File: src/rtl/icu_sequencer.sv
// Program-side sequencer for the 1-bit ICU: owns the PC, fetches ROM words, and
// applies jump / call / return / halt decisions reported back by the ICU.
// Handshake: there is no valid/ready pair; the ICU asserts jmp_i/rtn_i/flag_f_i
// in the second half of the cycle holding a word, and they are consumed on the
// next posedge while that same word is still on prog_data.
module icu_sequencer #(
  parameter int                ADDR_W       = 8,
  parameter int                STACK_DEPTH  = 4,
  parameter logic [ADDR_W-1:0] RESET_PC     = '0,
  parameter bit                HALT_ON_NOPF = 1'b1
) (
  input  logic                               clk,
  input  logic                               rst,
  input  logic                               start,
  output logic [ADDR_W-1:0]                  prog_addr,
  input  logic [ADDR_W+4:0]                  prog_data,
  output logic [3:0]                         instruction,
  input  logic                               jmp_i,
  input  logic                               rtn_i,
  input  logic                               flag_f_i,
  output logic                               icu_rst,
  output logic                               running,
  output logic                               halted,
  output logic [$clog2(STACK_DEPTH+1)-1:0]   sp,
  output logic                               stack_ovf,
  output logic                               stack_unf
);

  localparam int SP_W  = $clog2(STACK_DEPTH + 1);
  localparam int IDX_W = (STACK_DEPTH > 1) ? $clog2(STACK_DEPTH) : 1;
  localparam logic [SP_W-1:0] SP_FULL = SP_W'(STACK_DEPTH);

  typedef enum logic [1:0] {ST_IDLE, ST_RUN, ST_HALT} state_t;

  state_t            state_q, state_d;
  logic [ADDR_W-1:0] pc_q, pc_d;
  logic [SP_W-1:0]   sp_q, sp_d;
  logic              ovf_q, ovf_d;
  logic              unf_q, unf_d;
  logic              push_en;
  logic [ADDR_W-1:0] stack_q [STACK_DEPTH];

  logic [ADDR_W-1:0] pc_inc;
  logic [ADDR_W-1:0] tgt;
  logic              call_bit;
  logic [IDX_W-1:0]  top_idx;
  logic [IDX_W-1:0]  push_idx;

  assign pc_inc   = pc_q + ADDR_W'(1);
  assign tgt      = prog_data[ADDR_W+3:4];
  assign call_bit = prog_data[ADDR_W+4];
  assign top_idx  = IDX_W'(sp_q - SP_W'(1));
  assign push_idx = IDX_W'(sp_q);

  always_ff @(posedge clk) begin
    if (!rst) begin
      state_q <= ST_IDLE;
      pc_q    <= RESET_PC;
      sp_q    <= '0;
      ovf_q   <= 1'b0;
      unf_q   <= 1'b0;
    end else begin
      state_q <= state_d;
      pc_q    <= pc_d;
      sp_q    <= sp_d;
      ovf_q   <= ovf_d;
      unf_q   <= unf_d;
    end
  end

  // Entries above sp are dead, so the stack array needs no reset.
  always_ff @(posedge clk) begin
    if (push_en) stack_q[push_idx] <= pc_inc;
  end

  always_comb begin
    state_d = state_q;
    pc_d    = pc_q;
    sp_d    = sp_q;
    ovf_d   = ovf_q;
    unf_d   = unf_q;
    push_en = 1'b0;
    case (state_q)
      ST_IDLE, ST_HALT: begin
        if (start) begin
          state_d = ST_RUN;
          ovf_d   = 1'b0;
          unf_d   = 1'b0;
        end
      end
      ST_RUN: begin
        if (rtn_i) begin
          if (sp_q != '0) begin
            pc_d = stack_q[top_idx];
            sp_d = sp_q - SP_W'(1);
          end else begin
            unf_d = 1'b1;
            pc_d  = pc_inc;
          end
        end else if (jmp_i) begin
          pc_d = tgt;
          // A call into a full stack still jumps; only the push is dropped.
          if (call_bit) begin
            if (sp_q != SP_FULL) begin
              push_en = 1'b1;
              sp_d    = sp_q + SP_W'(1);
            end else begin
              ovf_d = 1'b1;
            end
          end
        end else if (flag_f_i && HALT_ON_NOPF) begin
          pc_d    = pc_inc;
          state_d = ST_HALT;
        end else begin
          pc_d = pc_inc;
        end
      end
      default: state_d = ST_IDLE;
    endcase
  end

  assign prog_addr   = pc_q;
  assign instruction = (state_q == ST_RUN) ? prog_data[3:0] : 4'h0;
  assign icu_rst     = (state_q == ST_IDLE);
  assign running     = (state_q == ST_RUN);
  assign halted      = (state_q == ST_HALT);
  assign sp          = sp_q;
  assign stack_ovf   = ovf_q;
  assign stack_unf   = unf_q;

endmodule

File: config.mk
export PLATFORM = sky130hd
export DESIGN_NAME = icu_sequencer
export DESIGN_NICKNAME = d
export VERILOG_FILES = /design/src/rtl/icu_sequencer.sv
export SDC_FILE = /design/constraint.sdc
export NUM_CORES = 1
export LEC_CHECK = 0
export ABC_AREA = 1
export BUFFER_PORTS_ARGS = -buffer_cell sky130_fd_sc_hd__buf_2
export CELL_PAD_IN_SITES_DETAIL_PLACEMENT = 1
export CELL_PAD_IN_SITES_GLOBAL_PLACEMENT = 2
export CORE_UTILIZATION = 31
export CTS_BUF_LIST = sky130_fd_sc_hd__clkbuf_2 sky130_fd_sc_hd__clkbuf_4 sky130_fd_sc_hd__clkbuf_8
export DETAILED_ROUTE_END_ITERATION = 6
export GPL_ROUTABILITY_DRIVEN = 0
export HOLD_SLACK_MARGIN = 0.05
export PLACE_DENSITY_LB_ADDON = 0.1
export SYNTH_ARGS = -nofsm -noshare
export SYNTH_HDL_FRONTEND = slang
export SYNTH_SLANG_ARGS = --single-unit
File: constraint.sdc
create_clock -name clk -period 2.25 [get_ports clk]
set_clock_uncertainty 0.2 [all_clocks]
set_input_delay 0.45 -clock clk [delete_from_list [all_inputs] [get_ports clk]]
set_output_delay 0.45 -clock clk [all_outputs]
set_load 0.02 [all_outputs]
* Yosys cells after proc, flatten, opt, wreduce, memory -nomap -nowiden
Memory sizes are Yosys's and may differ from the RTL's.
Cells that the tools add are included.
** Storage, ports and cells
- Bits in registers :: 15
- RAM bits :: 32
- Bits of input ports :: 19
- Output and inout port bits :: 20
- Logic and storage cells :: 63
- Memories :: 1
** Memories
- stack_q :: words 4, width 8, read ports 1, clocked after memory_dff 0, wr ports 1, line 41 : logic [ADDR_W-1:0] stack_q [STACK_DEPTH];
** Cells by class
- Add/sub/neg operators :: 3
- Eq/ne operators :: 13
- Muxes and demuxes :: 30
- Reduce and logical (&&, ||, !) cells :: 11
** Operator list (count)
- 8-bit two-way mux :: 3
- 2-bit inequality test, second input constant :: 9
- 3-bit two-way mux :: 5
- 1-bit two-way mux :: 14
- 8-bit by 1-bit adder with 8-bit output, second input constant :: 1
- 2-bit two-way mux :: 4
- 4-bit AND reduction :: 2
- 2-bit nonzero test :: 4
- 6-bit AND reduction :: 1
- 5-bit AND reduction :: 1
- 4-bit two-way mux :: 1
- 1-bit case mux with 2 select lines :: 2
- 2-bit case mux with 2 select lines :: 1
- 3-bit by 1-bit adder with 3-bit output, second input constant :: 1
- 3-bit inequality test, second input constant :: 1
- 3-bit nonzero test :: 1
- 3-bit by 1-bit subtractor with 3-bit output, second input constant :: 1
- 2-bit by 1-bit == test with 1-bit output, second input constant :: 1
- 2-bit == test, second input constant :: 1
- 2-bit zero test :: 1
- 2-bit by 1-bit inequality test with 1-bit output, second input constant :: 1
- 2-bit OR reduction :: 1

* Depth between registers and ports, before layout
- Word-level depth :: 8
- Mapped depth :: 14
- Mapped depth without buffers :: 12

* Worst setup path after synthesis
No wires, ideal clock.
- Kind :: register -> register
- Start point :: register sp_q[0] (netlist: sp[0])
- End point :: memory stack_q[1][0], enable pin
- Library setup time :: 0.371 ns
- Arrival time :: 1.841 ns
- Data required time :: 1.679 ns
- Setup slack :: -0.162 ns
- Stages on the path, launching flop included :: 10
- Clock period less this slack :: 2.412 ns
- Path through :: dfxtp_1 -> buf_4 -> inv_2 -> buf_4 -> ha_1 -> nand2_1 -> nand3_1 -> nor2_1 -> nand2_2 -> nor2_1
** On the way
- Cells in the longest elaborated chain, start to end :: 8
** RTL lines
- start, declared :: line 37 : logic [SP_W-1:0] sp_q, sp_d;
- start signal, assigned :: line 65 : sp_q <= sp_d;
- 3-bit inequality test :: line 104 : if (sp_q != SP_FULL) begin
- 1-bit two-way mux :: line 104
- 1-bit two-way mux :: line 103 : if (call_bit) begin
- 1-bit two-way mux :: line 100 : end else if (jmp_i) begin
- 1-bit two-way mux :: line 92 : if (rtn_i) begin
- 1-bit two-way mux :: line 83 : case (state_q)
- 1-bit two-way mux :: line 73 : if (push_en) stack_q[push_idx] <= pc_inc;
- 1-bit two-way mux (implied by the code) :: line 73
- end, declared :: line 41
Several ways; a longest one is shown, not always the timed one.

* Final worst setup path
- Start point :: register sp_q[1] (netlist: sp[1])
- End point :: memory stack_q[3][6], enable pin
Same word-level chain as after synthesis.

==> reports/metrics.csv <==
metric,value,unit
critical setup path kind,flip-flop to flip-flop,
# setup viols final,0,
sequential area share after synthesis,0.519,
P_leak,1.28,nW
die area,0.00820,mm²
post-synthesis cell area,0.00243,mm²
ranking of synthesized cells by area,"edfxtp_1 (40%), dfxtp_1 (12%), nand2_1 (11%)",
Worst setup EP type,flip-flop,
share of cells above drive strength 1,0.207,
Num CTS Buffers,5,
WL per Instance,14.6,µm
vias in the first global route,1994,
syn_area_per_cell,8.27,µm²
Initial Utilization,0.328,
status,"finished, final reports clean",
Final Cycle Share,0.912,
asr flop ratio synth,0,
RSZ-0062 raised after global routing,false,
fin cells,437,
"Arr. time, crit path",1810,ps
WL final,6.37,mm
Clock Sinks,47,
Final ANT Viol Nets,0,
"Design Area, Final",0.00286,mm²
most common cell in the synthesized netlist,nand2_1,
Worst setup SP type,flip-flop,
Post CTS Setup Buffer Count,0,
Peak VDD IR,0.224,mV
Layout Nets,362,
fin crit period,2050,ps
Root Buffer,clkbuf_8,
main flop type after synthesis,edfxtp_1,
"CTS clk-pin slew, worst paths",90,ps
Register Area,0.00126,mm²
grt total ovfl,0,
Multi-input gate area,983,µm²
max-cap viol count,0,
Hold WS,221,ps
relative max-transition margin,0.654,
row cnt,31,
Vias/cell,4.43,
CTS Hold Bufs,0,
placed cell count,429,
placed inst area,0.00274,mm²
Post-CTS Resized,0,
Synth Instances,294,
first-pass GRT wire length,10.1,mm
Ports,39,
top cell types by occurrence after synthesis,"nand2_1 (71), nor2_1 (48), inv_1 (33), edfxtp_1 (32), nand3_1 (31)",
antenna cell count,0,
Power per Cell Area,661,mW/mm²
DP HPWL,4.76,mm
clk_lat worst skew,300,ps
worst-path maximum fanout,8,
largest buffer count on any clock path,2,
count of different cell masters after synthesis,27,
# port buffers,38,
Vias,1936,
Fillers,906,
"EDFF count, synth",32,
final-report hold violation count,0,
largest net degree at the start of global routing,22,
Synth top area share,0.395,
warnings from Yosys,0,
Syn Nets,319,
Synth area leader,edfxtp_1,
area grow syn2layout,17.6,%
chip width,90.6,µm
Die Span Y,90.6,µm
Hold Path Class,primary input to flip-flop,
slew of the pin with the lowest slew margin,518,ps
Pins Over Slew Limit,0,
CTS tree,done,
core area,0.00741,mm²
initial antenna violation count,0,
post-synthesis register bit count,47,
total track usage,0.162,
Required @ worst endpoint,2010,ps
DRC Markers,0,
initial DRC count,65,
First-pass DRT Iterations,4,
Max Clock Freq,0.487,GHz
Clock H-tree levels,2,
-- cell usage in the layout, fill, tap and decap left out, types with 2 or more instances in the layout --
cell / instances
xnor2_1: 2
nor2_4: 2
a21oi_1: 12
ha_1: 6
nand2_2: 2
o21ai_0: 16
nand2_1: 71
buf_4: 6
clkbuf_8: 6
nand3_1: 31
edfxtp_1: 32
xor2_1: 2
dfxtp_1: 15
nor2_1: 44
clkinv_2: 2
nand2_4: 2
buf_2: 38
inv_2: 3
inv_1: 33
nor2_2: 5
-- cells by family (layout without fill, tap and decap cells) --
| logic type | count (synthesis) | count (layout) | share of synthesized area |
|---|---|---|---|
| and+or+nand+nor | 161 | 161 | 0.289 |
| DFF | 47 | 47 | 0.519 |
| buffers and inverters | 45 | 89 | 0.0813 |
| AOI/OAI and AO/OA | 31 | 31 | 0.0664 |
| adders and majority gates | 6 | 6 | 0.0309 |
| xor gates and xnor gates | 4 | 4 | 0.0144 |
-- worst paths after layout --
check	from	slack (ps)	depth (start not counted)	end
min	start	220	4	stack_ovf
min reg2reg	stack_unf	270	2	stack_unf
max	sp[1]	200	7	stack_q[3][6]
max reg2reg	sp[1]	200	7	stack_q[3][6]
-- registers in the layout, indices dropped and copies added (netlist names) --
signal	flops
sp	3
stack_ovf	1
stack_unf	1
stack_q	32
state_q	2
prog_addr	8
-- worst max-delay path, stage by stage, from the launching register on --
cell and delay, ps:
dfxtp_1 400, inv_1 100, ha_1 210, nand2_1 100, nand3_1 70, nor2_1 120
nand2_2 150, nor2_2 370
-- final cells by class --
type	instances	share of cell area
Timing Repair Buffer	44	0.0822
Inverter	37	0.0490
Sequential cell	47	0.441
Multi-Input combinational cell	202	0.344
Clock buffer	6	0.0289
Tap cell	99	0.0433
Clock inverter	2	0.0122
-- per-stage QoR --
step                TNS (ps)  total power, mW   util  setup slack, ps
CTS                        0             1.92  0.386              163
global placement           0             1.27  0.370              268
global route               0             1.98  0.386             32.7
floorplan              -1110             1.16      -            -34.6
detailed placement         0             1.27  0.370              191
finish                     0             1.89  0.386              197
-- layer usage --
layer  part of all wire  global-route usage
met3              0.028              0.0328
met1               0.54               0.232
met4              0.013              0.0390
met5                  0                   0
met2               0.42               0.249
-- report_power, final --
group / internal [mW] / switching, mW / leakage, nW / total, mW
Sequential: 0.944 / 0.0196 / 0.414 / 0.963
Clock: 0.360 / 0.286 / 0.0612 / 0.646
Combinational: 0.0938 / 0.189 / 0.805 / 0.283
No activity file was read; power rests on OpenSTA's default activity.
